<file path="src/rtl/axi_stride_reader_pkg.sv">
// Shared types and default widths for the strided AXI read traffic engine.
package axi_stride_reader_pkg;

    localparam int unsigned DEF_ADDR_BITS       = 64;
    localparam int unsigned DEF_BURST_LEN_WIDTH = 8;
    localparam int unsigned DEF_TID_WIDTH       = 4;
    localparam int unsigned DEF_DATA_WIDTH      = 64;
    localparam int unsigned DEF_CNT_WIDTH       = 16;
    localparam int unsigned DEF_MAX_OUTSTANDING = 4;

    typedef enum logic [1:0] {
        IDLE  = 2'd0,
        ISSUE = 2'd1,
        DRAIN = 2'd2,
        DONE  = 2'd3
    } state_t;

endpackage

</file>
<file path="src/rtl/stride_addr_gen.sv">
// Burst address generator: base + k*stride, plus issued-burst bookkeeping against the latched count.
module stride_addr_gen
    import axi_stride_reader_pkg::*;
#(
    parameter int unsigned ADDR_BITS = DEF_ADDR_BITS,
    parameter int unsigned CNT_WIDTH = DEF_CNT_WIDTH
)(
    input  logic                 clk,
    input  logic                 resetN,
    input  logic                 load,
    input  logic [ADDR_BITS-1:0] cfg_base,
    input  logic [ADDR_BITS-1:0] cfg_stride,
    input  logic [CNT_WIDTH-1:0] cfg_count,
    input  logic                 advance,
    output logic [ADDR_BITS-1:0] addr,
    output logic                 all_issued,
    output logic                 final_pending
);

    logic [ADDR_BITS-1:0] stride_q;
    logic [CNT_WIDTH-1:0] count_q;
    logic [CNT_WIDTH-1:0] issued_q;

    // Address wraps modulo 2^ADDR_BITS; a negative stride is just a large unsigned addend.
    always_ff @(posedge clk or negedge resetN) begin
        if (!resetN) begin
            addr     <= '0;
            stride_q <= '0;
            count_q  <= '0;
            issued_q <= '0;
        end else if (load) begin
            addr     <= cfg_base;
            stride_q <= cfg_stride;
            count_q  <= cfg_count;
            issued_q <= '0;
        end else if (advance) begin
            addr     <= addr + stride_q;
            issued_q <= issued_q + CNT_WIDTH'(1);
        end
    end

    assign all_issued    = (issued_q == count_q);
    assign final_pending = ((issued_q + CNT_WIDTH'(1)) == count_q);

endmodule

</file>
<file path="src/rtl/axi_stride_reader.sv">
// Strided AXI read master: issues cfg_count bursts at base + k*stride and checks R framing.
// Optional STRIDE_READER_CHECKSUM_EN adds an XOR checksum of all received R data.
module axi_stride_reader
    import axi_stride_reader_pkg::*;
#(
    parameter int unsigned ADDR_BITS       = DEF_ADDR_BITS,
    parameter int unsigned BURST_LEN_WIDTH = DEF_BURST_LEN_WIDTH,
    parameter int unsigned TID_WIDTH       = DEF_TID_WIDTH,
    parameter int unsigned DATA_WIDTH      = DEF_DATA_WIDTH,
    parameter int unsigned CNT_WIDTH       = DEF_CNT_WIDTH,
    parameter int unsigned MAX_OUTSTANDING = DEF_MAX_OUTSTANDING
)(
    input  logic                       clk,
    input  logic                       resetN,
    input  logic                       start,
    input  logic [ADDR_BITS-1:0]       cfg_base,
    input  logic [ADDR_BITS-1:0]       cfg_stride,
    input  logic [CNT_WIDTH-1:0]       cfg_count,
    input  logic [BURST_LEN_WIDTH-1:0] cfg_len,
    input  logic [TID_WIDTH-1:0]       cfg_id,
    output logic                       m_ar_valid,
    input  logic                       m_ar_ready,
    output logic [ADDR_BITS-1:0]       m_ar_addr,
    output logic [BURST_LEN_WIDTH-1:0] m_ar_len,
    output logic [TID_WIDTH-1:0]       m_ar_id,
    input  logic                       m_r_valid,
    output logic                       m_r_ready,
    input  logic [DATA_WIDTH-1:0]      m_r_data,
    input  logic                       m_r_last,
    input  logic [TID_WIDTH-1:0]       m_r_id,
    output logic                       busy,
    output logic                       done,
    output logic [CNT_WIDTH-1:0]       beatCnt,
    output logic                       errId,
    output logic                       errLast
`ifdef STRIDE_READER_CHECKSUM_EN
    ,
    output logic [DATA_WIDTH-1:0]      checksum
`endif
);

    // state | meaning
    // IDLE  | waiting for start, no traffic
    // ISSUE | issuing AR bursts (throttled by outstanding), accepting R
    // DRAIN | all AR issued, accepting R until nothing is outstanding
    // DONE  | run finished, done held high, start restarts

    localparam int unsigned         OUT_W   = $clog2(MAX_OUTSTANDING + 1);
    localparam logic [OUT_W-1:0]    OUT_MAX = OUT_W'(MAX_OUTSTANDING);

    state_t                     state;
    logic [OUT_W-1:0]           outstanding;
    logic [OUT_W-1:0]           out_next;
    logic [BURST_LEN_WIDTH-1:0] beat_idx;
    logic                       ar_hs;
    logic                       r_hs;
    logic                       r_stray;
    logic                       r_end;
    logic                       start_ok;
    logic                       start_go;
    logic                       all_issued;
    logic                       final_pending;
    logic                       issue_complete;

    assign ar_hs    = m_ar_valid & m_ar_ready;
    assign r_hs     = m_r_valid & m_r_ready;
    assign r_stray  = r_hs & (outstanding == '0);
    assign r_end    = r_hs & ~r_stray & (m_r_last | (beat_idx == m_ar_len));
    assign start_ok = start & ((state == IDLE) | (state == DONE));
    assign start_go = start_ok & (cfg_count != '0);

    always_comb begin
        out_next = outstanding;
        if (ar_hs && !r_end) begin
            out_next = outstanding + OUT_W'(1);
        end else if (!ar_hs && r_end) begin
            out_next = outstanding - OUT_W'(1);
        end
    end

    assign issue_complete = all_issued | (ar_hs & final_pending);

    stride_addr_gen #(
        .ADDR_BITS (ADDR_BITS),
        .CNT_WIDTH (CNT_WIDTH)
    ) u_addr_gen (
        .clk           (clk),
        .resetN        (resetN),
        .load          (start_go),
        .cfg_base      (cfg_base),
        .cfg_stride    (cfg_stride),
        .cfg_count     (cfg_count),
        .advance       (ar_hs),
        .addr          (m_ar_addr),
        .all_issued    (all_issued),
        .final_pending (final_pending)
    );

    // m_ar_valid is recomputed from next-cycle bookkeeping, so it cannot drop while waiting for ready.
    always_ff @(posedge clk or negedge resetN) begin
        if (!resetN) begin
            state       <= IDLE;
            m_ar_valid  <= 1'b0;
            m_r_ready   <= 1'b0;
            m_ar_len    <= '0;
            m_ar_id     <= '0;
            busy        <= 1'b0;
            done        <= 1'b0;
            outstanding <= '0;
        end else begin
            outstanding <= out_next;
            case (state)
                IDLE, DONE: begin
                    if (start) begin
                        if (cfg_count == '0) begin
                            state <= DONE;
                            done  <= 1'b1;
                        end else begin
                            state      <= ISSUE;
                            m_ar_len   <= cfg_len;
                            m_ar_id    <= cfg_id;
                            m_ar_valid <= 1'b1;
                            m_r_ready  <= 1'b1;
                            busy       <= 1'b1;
                            done       <= 1'b0;
                        end
                    end
                end
                ISSUE: begin
                    if (issue_complete) begin
                        state      <= DRAIN;
                        m_ar_valid <= 1'b0;
                    end else begin
                        m_ar_valid <= (out_next < OUT_MAX);
                    end
                end
                DRAIN: begin
                    if (out_next == '0) begin
                        state     <= DONE;
                        m_r_ready <= 1'b0;
                        busy      <= 1'b0;
                        done      <= 1'b1;
                    end
                end
                default: begin
                    state <= IDLE;
                end
            endcase
        end
    end

    always_ff @(posedge clk or negedge resetN) begin
        if (!resetN) begin
            beat_idx <= '0;
            beatCnt  <= '0;
            errId    <= 1'b0;
            errLast  <= 1'b0;
        end else if (start_go) begin
            beat_idx <= '0;
            beatCnt  <= '0;
            errId    <= 1'b0;
            errLast  <= 1'b0;
        end else if (r_hs) begin
            if (beatCnt != '1) begin
                beatCnt <= beatCnt + CNT_WIDTH'(1);
            end
            if (m_r_id != m_ar_id) begin
                errId <= 1'b1;
            end
            // A beat with nothing outstanding is swallowed and flagged as a framing error.
            if (r_stray) begin
                errLast  <= 1'b1;
                beat_idx <= '0;
            end else if (r_end) begin
                if (m_r_last != (beat_idx == m_ar_len)) begin
                    errLast <= 1'b1;
                end
                beat_idx <= '0;
            end else begin
                beat_idx <= beat_idx + BURST_LEN_WIDTH'(1);
            end
        end
    end

`ifdef STRIDE_READER_CHECKSUM_EN
    always_ff @(posedge clk or negedge resetN) begin
        if (!resetN) begin
            checksum <= '0;
        end else if (start_ok) begin
            checksum <= '0;
        end else if (r_hs) begin
            checksum <= checksum ^ m_r_data;
        end
    end
`else
    logic r_data_unused;
    assign r_data_unused = ^m_r_data;
`endif

endmodule

</file>
<file path="config.mk">
export PLATFORM = sky130hd
export DESIGN_NAME = axi_stride_reader
export DESIGN_NICKNAME = d
export VERILOG_FILES = /design/src/rtl/axi_stride_reader_pkg.sv /design/src/rtl/stride_addr_gen.sv /design/src/rtl/axi_stride_reader.sv
export SDC_FILE = /design/constraint.sdc
export NUM_CORES = 1
export LEC_CHECK = 0
export CAP_MARGIN = 10
export CORE_ASPECT_RATIO = 1.5
export CORE_MARGIN = 2
export CORE_UTILIZATION = 30
export CTS_CLUSTER_DIAMETER = 80
export CTS_CLUSTER_SIZE = 16
export DETAILED_ROUTE_END_ITERATION = 8
export HOLD_SLACK_MARGIN = 0.02
export PLACE_DENSITY = 0.49
export SLEW_MARGIN = 5
export SYNTH_ARGS = -nofsm -noshare
export SYNTH_HDL_FRONTEND = slang
export SYNTH_SLANG_ARGS = --single-unit
</file>
<file path="constraint.sdc">
create_clock -name clk -period 3.44 [get_ports clk]
set_input_delay 0.344 -clock clk [delete_from_list [all_inputs] [get_ports clk]]
set_output_delay 0.344 -clock clk [all_outputs]
set_load 0.005 [all_outputs]
</file>
## Word-level counts from Yosys, hierarchy flattened

Index checks and enable logic that the tools add are counted.
Widths: inputs -> output; s select.

| storage, ports and cells | value |
|---|---|
| logic and storage cells | 110 |
| bits in registers | 206 |
| memories | 0 |
| latch bits | 0 |
| bits in writable memories | 0 |
| output and inout bits | 98 |
| bits in read-only memories | 0 |
| input port bits | 230 |

| cells by class | value |
|---|---|
| order comparisons | 1 |
| bitwise logic cells | 13 |
| $mul | 0 |
| add/sub/neg operators | 6 |
| mux-type cells | 36 |
| reductions and logical operators | 26 |
| div/mod/pow operators | 0 |
| shift operators | 0 |
| eq/ne operators | 13 |

Operators with widths:

| cell | number |
|---|---|
| $mux 64 | 2 |
| $mux 16 | 5 |
| $add 64x64->64 | 1 |
| $add 16x1->16 const B | 2 |
| $eq 16x16->1 | 2 |
| $mux 8 | 4 |
| $logic_not 16->1 | 1 |
| $ne 16x16->1 const B | 1 |
| $reduce_bool 16->1 | 1 |
| $mux 1 | 15 |
| $reduce_and 3->1 | 5 |
| $reduce_bool 2->1 | 6 |
| $add 8x1->8 const B | 1 |
| $and 1x1->1 | 8 |
| $eq 8x8->1 | 1 |
| $mux 2 | 4 |
| $ne 2x2->1 const B | 4 |
| $logic_not 3->1 | 2 |
| $mux 3 | 2 |
| $pmux 1 s2 | 3 |
| $pmux 2 s3 | 1 |
| $reduce_bool 3->1 | 2 |
| $eq 2x2->1 const B | 2 |
| $ne 4x4->1 | 1 |
| 13 further kinds | 19 |

## Longest topological paths before layout

| logic depth | value |
|---|---|
| word-level depth | 11 |
| mapped depth | 12 |
| depth with buffers taken out | 12 |

## Hierarchy

Synthesis repeated with hierarchy kept, for this count alone.

| unflattened totals | value |
|---|---|
| cell total of the unflattened synthesis | 1404 |
| area, all modules | 13245.2 µm² |

Modules (own cells, without submodules):

| module | sequential area each (µm²) | cells each | area an instance (µm²) | times used |
|---|---|---|---|---|
| stride_addr_gen | 4003.8 | 1115 | 10590.2 | 1 |
| axi_stride_reader | 1151.1 | 289 | 2655.0 | 1 |

## Least setup slack after synthesis

No wires, ideal clock.

| timing | value |
|---|---|
| path kind | register to register |
| start | register u_addr_gen.addr[27] |
| end | register u_addr_gen.addr[49] |
| cell stages (with the launch flop) | 11 |
| required time | 3.371 ns |
| data arrival time | 3.054 ns |
| path slack | 0.317 ns |
| clock period less this slack | 3.123 ns |
| library setup time | 0.069 ns |
| path buffers | 0 |
| cell sequence | dfrtp_1 ha_1 nand4_2 or4_4 or4_4 o2111ai_2 a311oi_2 o21ai_2 a31oi_1 or4_1 nand3_1 |

| on the way | value |
|---|---|
| longest elaborated chain between the ends | 3 |

Ends and longest elaborated chain:

| element | RTL line | source |
|---|---|---|
| start, declared | stride_addr_gen.sv:15 | `output logic [ADDR_BITS-1:0] addr,` |
| start signal, assigned | stride_addr_gen.sv:32 | `addr <= cfg_base;` |
| start signal, assigned | stride_addr_gen.sv:37 | `addr <= addr + stride_q;` |
| $add 64x64->64 | stride_addr_gen.sv:37 |  |
| $mux 64 | stride_addr_gen.sv:36 | `end else if (advance) begin` |
| $mux 64 | stride_addr_gen.sv:31 | `end else if (load) begin` |

No other way between the ends. The select of a mux whose other input is x is not followed.
A chain may end at the register's enable or synchronous reset.

## Worst setup path after layout

| timing | value |
|---|---|
| start | register u_addr_gen.stride_q[21] |
| end | register u_addr_gen.addr[53] |

| on the way | value |
|---|---|
| longest elaborated chain between the ends | 3 |

Ends and longest elaborated chain:

| element | RTL line | source |
|---|---|---|
| start, declared | stride_addr_gen.sv:20 | `logic [ADDR_BITS-1:0] stride_q;` |
| start signal, assigned | stride_addr_gen.sv:33 | `stride_q <= cfg_stride;` |
| $add 64x64->64 | stride_addr_gen.sv:37 |  |
| $mux 64 | stride_addr_gen.sv:36 |  |
| $mux 64 | stride_addr_gen.sv:31 |  |

No other way between the ends. The select of a mux whose other input is x is not followed.

==> results.ini <==
[status]
status = completed

[placed_design]
numPortBuffers = 263
post-dp-hpwl_um = 35300
dp_slack_ns = -0.290
place_congestion = 0.909

[timing]
hold_viol_final = 0
timing.fmax_ghz = 0.299
rsz0062_at_grt = true
slew_violations = 0
setup_viol = 0
relSlewSlack_pct = 50.1
fin_crit_ns = 3.35
setup_ws_ns = 0.0904
worst_pin_slew_ns = 0.749
fin_skew_ns = 0.0274
fin_crit_sh_pct = 97.4

[cts]
clkSinkCount = 206
clkLatencyLatePin_ns = 0.52
cts.clk_slew.worst_paths_ns = 0.08
cts-htree-levels = 1
cts_made_buffers = 17
clockBufferDepth = 3
cts_tree = done
cts_root_buf = clkbuf_16

[cells_and_area]
syn_to_final_growth_pct = 37.2
drive_above_1_share_pct = 10.4
diodes = 0
fillers = 4517
final_cell_mix = 424 x nand2_1, 262 x clkdlybuf4s50_1, 204 x dfrtp_1, 143 x nor2_1, 132 x a21oi_1
nets = 2277
fin_util_pct = 41.6
final_common_cell = nand2_1

[power_and_ir_drop]
powerDensity_nw_per_um2 = 1080
combPwrFrac_pct = 66.6
pwr-share-seq_pct = 22.8
intPower_mw = 10.6
switching_power_mw = 8.93
leakage_nw = 8.25
swShare_pct = 45.7
ir_drop_mv = 0.514
finalPower_mw = 19.6
power.share.clock_pct = 10.6

[logic_synthesis]
synthFlopType = dfrtp_1
ys_types = 71
synth_cells = 1654
synth_warnings = 0
synth_area_sq_um = 13300
syn_nets = 1958
synth_edf_count = 0
avgSynthCellArea_sq_um = 8.02
yosysSeqAreaShare_pct = 38.9
async_flop_share_pct = 100
synth_seq_cells = 206

[setup_path]
cp.arrival_ns = 3.75
cp_slowest_cell = or4_4
cp_max_fo = 5
ff2ff_setup_slack_ns = 0.09
critPathMostFrequentCell = or4_4
cp-start-kind = flop
required_ns = 3.84
worstSetupEndpointType = flop
max_stage_delay_ns = 0.56
worstSetupPathType = reg2reg
cp_cell_sequence = ha_4, nand4_1, or4_4, or4_4, o2111ai_4, a311oi_2, o21ai_2, a41oi_1, buf_4, mux2i_2, nand3_1

[global_route]
grt-ovfl-total = 0
grt_max_degree = 86
antenna_found_initial = 3
grtUsageMet3_pct = 2.95
busiest_layer = met2
grt_pass1_vias = 13000
grt_use_total_pct = 19.4
met1_usage_pct = 21.1
grt_first_pass_wirelength_um = 70800
grt_use_met2_pct = 38.5

[floorplanning]
die_w_um = 176
row_count = 94
io_pins = 328
fp.dieArea_sq_um = 45900
start_util_pct = 30.3
die_height_um = 261
core-area_sq_um = 43800

[hold_path]
hold_class = in2reg

[detailed_routing]
finalWirelength_um = 45700
drt_iter0_drc = 532
avgRoutedWirePerCell_um = 17.9
drc = 0
num_vias = 12800
firstDrtPassIters = 6
drt-vias-per-instance = 5.01
detail-route-antenna-nets = 0

[flow_run]
drv_cap = 0

[per-stage QoR]
stage / instance area [sq um] / setup TNS, ns / hold slack [ns] / cells
3_3_place_gp: 17300 / -0.506 / 0.467 / 2522
2_1_floorplan: 13300 / 0 / 0.0484 / 1654
4_1_cts: 17900 / -0.00221 / 0.330 / 2545
3_5_place_dp: 17300 / -0.644 / 0.471 / 2522
5_1_grt: 18200 / -0.0307 / 0.352 / 2551
6_report: 18200 / 0 / 0.353 / 2551
[Yosys cell counts (7+ instances only)]
library cell / instances / area share [%]
nand2_1: 427 / 12
xnor2_1: 53 / 3.5
o211ai_1: 9 / 0.51
o21ai_0: 80 / 3.0
o21a_1: 7 / 0.40
clkbuf_1: 74 / 2.1
nand4_1: 30 / 1.4
buf_2: 7 / 0.26
xor2_1: 71 / 4.7
inv_1: 26 / 0.74
nor2_1: 143 / 4.0
nand3_1: 39 / 1.5
a211oi_1: 10 / 0.57
a21oi_1: 135 / 5.1
and3_1: 21 / 0.99
nand2b_1: 8 / 0.38
dfrtp_1: 206 / 39
nor2b_1: 9 / 0.42
a31oi_1: 30 / 1.4
a21o_1: 46 / 2.6
nor3_1: 18 / 0.68
o21bai_1: 12 / 0.68
or3_1: 16 / 0.76
ha_1: 73 / 6.9
nor4_1: 11 / 0.52
[state kept, by name (all words and copies together) (netlist names), 3 cells and up]
| name | cells |
|---|---|
| u_addr_gen.issued_q | 16 |
| beat_idx | 8 |
| u_addr_gen.stride_q | 64 |
| u_addr_gen.addr | 64 |
| m_ar_len | 8 |
| outstanding | 3 |
| u_addr_gen.count_q | 16 |
| m_ar_id | 4 |
| beatCnt | 16 |
[cell type report]
cell class                 count  area [sq um]  area share [%]
tap                          576           721            3.96
clock buffer                  17           425            2.34
timing repair buffer         389          3680            20.2
inverter                      26          97.6           0.536
clock inverter                 4          98.8           0.543
multi-input combinational   1333          8010            44.0
sequential                   206          5160            28.3
[power groups by stage]
stage,Clock [mW],Sequential (mW),Combinational [mW]
finish,2.07,4.47,13.0
global route,2.22,4.60,14.5
CTS,2.15,4.44,12.7
detailed placement,0,4.46,12.5
global placement,0,4.43,12.5
floorplan,0,4.18,7.73
[worst max-delay path, delay by kind of cell, from the launching register on]
| kind | cells | cell delay, ns |
|---|---|---|
| simple gates | 4 | 1.34 |
| compound gates | 4 | 0.83 |
| fa+ha+maj | 1 | 0.31 |
| mux | 1 | 0.19 |
| flops | 1 | 0.41 |
| buf+inv | 1 | 0.17 |
[layer usage]
metal | vias up | part of all wire (%)
met5 | - | 0.087
met4 | 6 | 2.8
met3 | 69 | 4.4
met2 | 280 | 54
met1 | 6137 | 39
li1 | 6301 | -
[path summary, 6_finish.rpt]
path | startpoint | endpoint | cells past startpoint
max | u_addr_gen.stride_q[21] | u_addr_gen.addr[53] | 11
min | cfg_stride[29] | u_addr_gen.stride_q[29] | 3
max reg2reg | u_addr_gen.stride_q[21] | u_addr_gen.addr[53] | 11
min reg2reg | u_addr_gen.stride_q[32] | u_addr_gen.stride_q[32] | 2
max in group asynchronous | resetN | u_addr_gen.addr[25] | 3
min in group asynchronous | resetN | m_ar_len[6] | 2
[cells by family (layout without fill, tap and decap cells)]
group,count (synthesis),in the layout,synth area share [%]
AOI/OAI and AO/OA,380,380,17.6
xor gates and xnor gates,124,124,8.19
adders and majority gates,74,74,7.04
buffers and inverters,115,436,3.36
DFF,206,206,38.9
muxes,7,7,0.538
and+or+nand+nor,748,748,24.4
[what timing repair did]
action	in CTS	in global routing
buffers inserted	1	7
resized for setup	15	34
endpoints found under the hold margin	83	0
endpoints found under the setup margin	11	19
hold buffers	1	0
pin swaps	3	11
No activity file was read; power rests on OpenSTA's default activity.
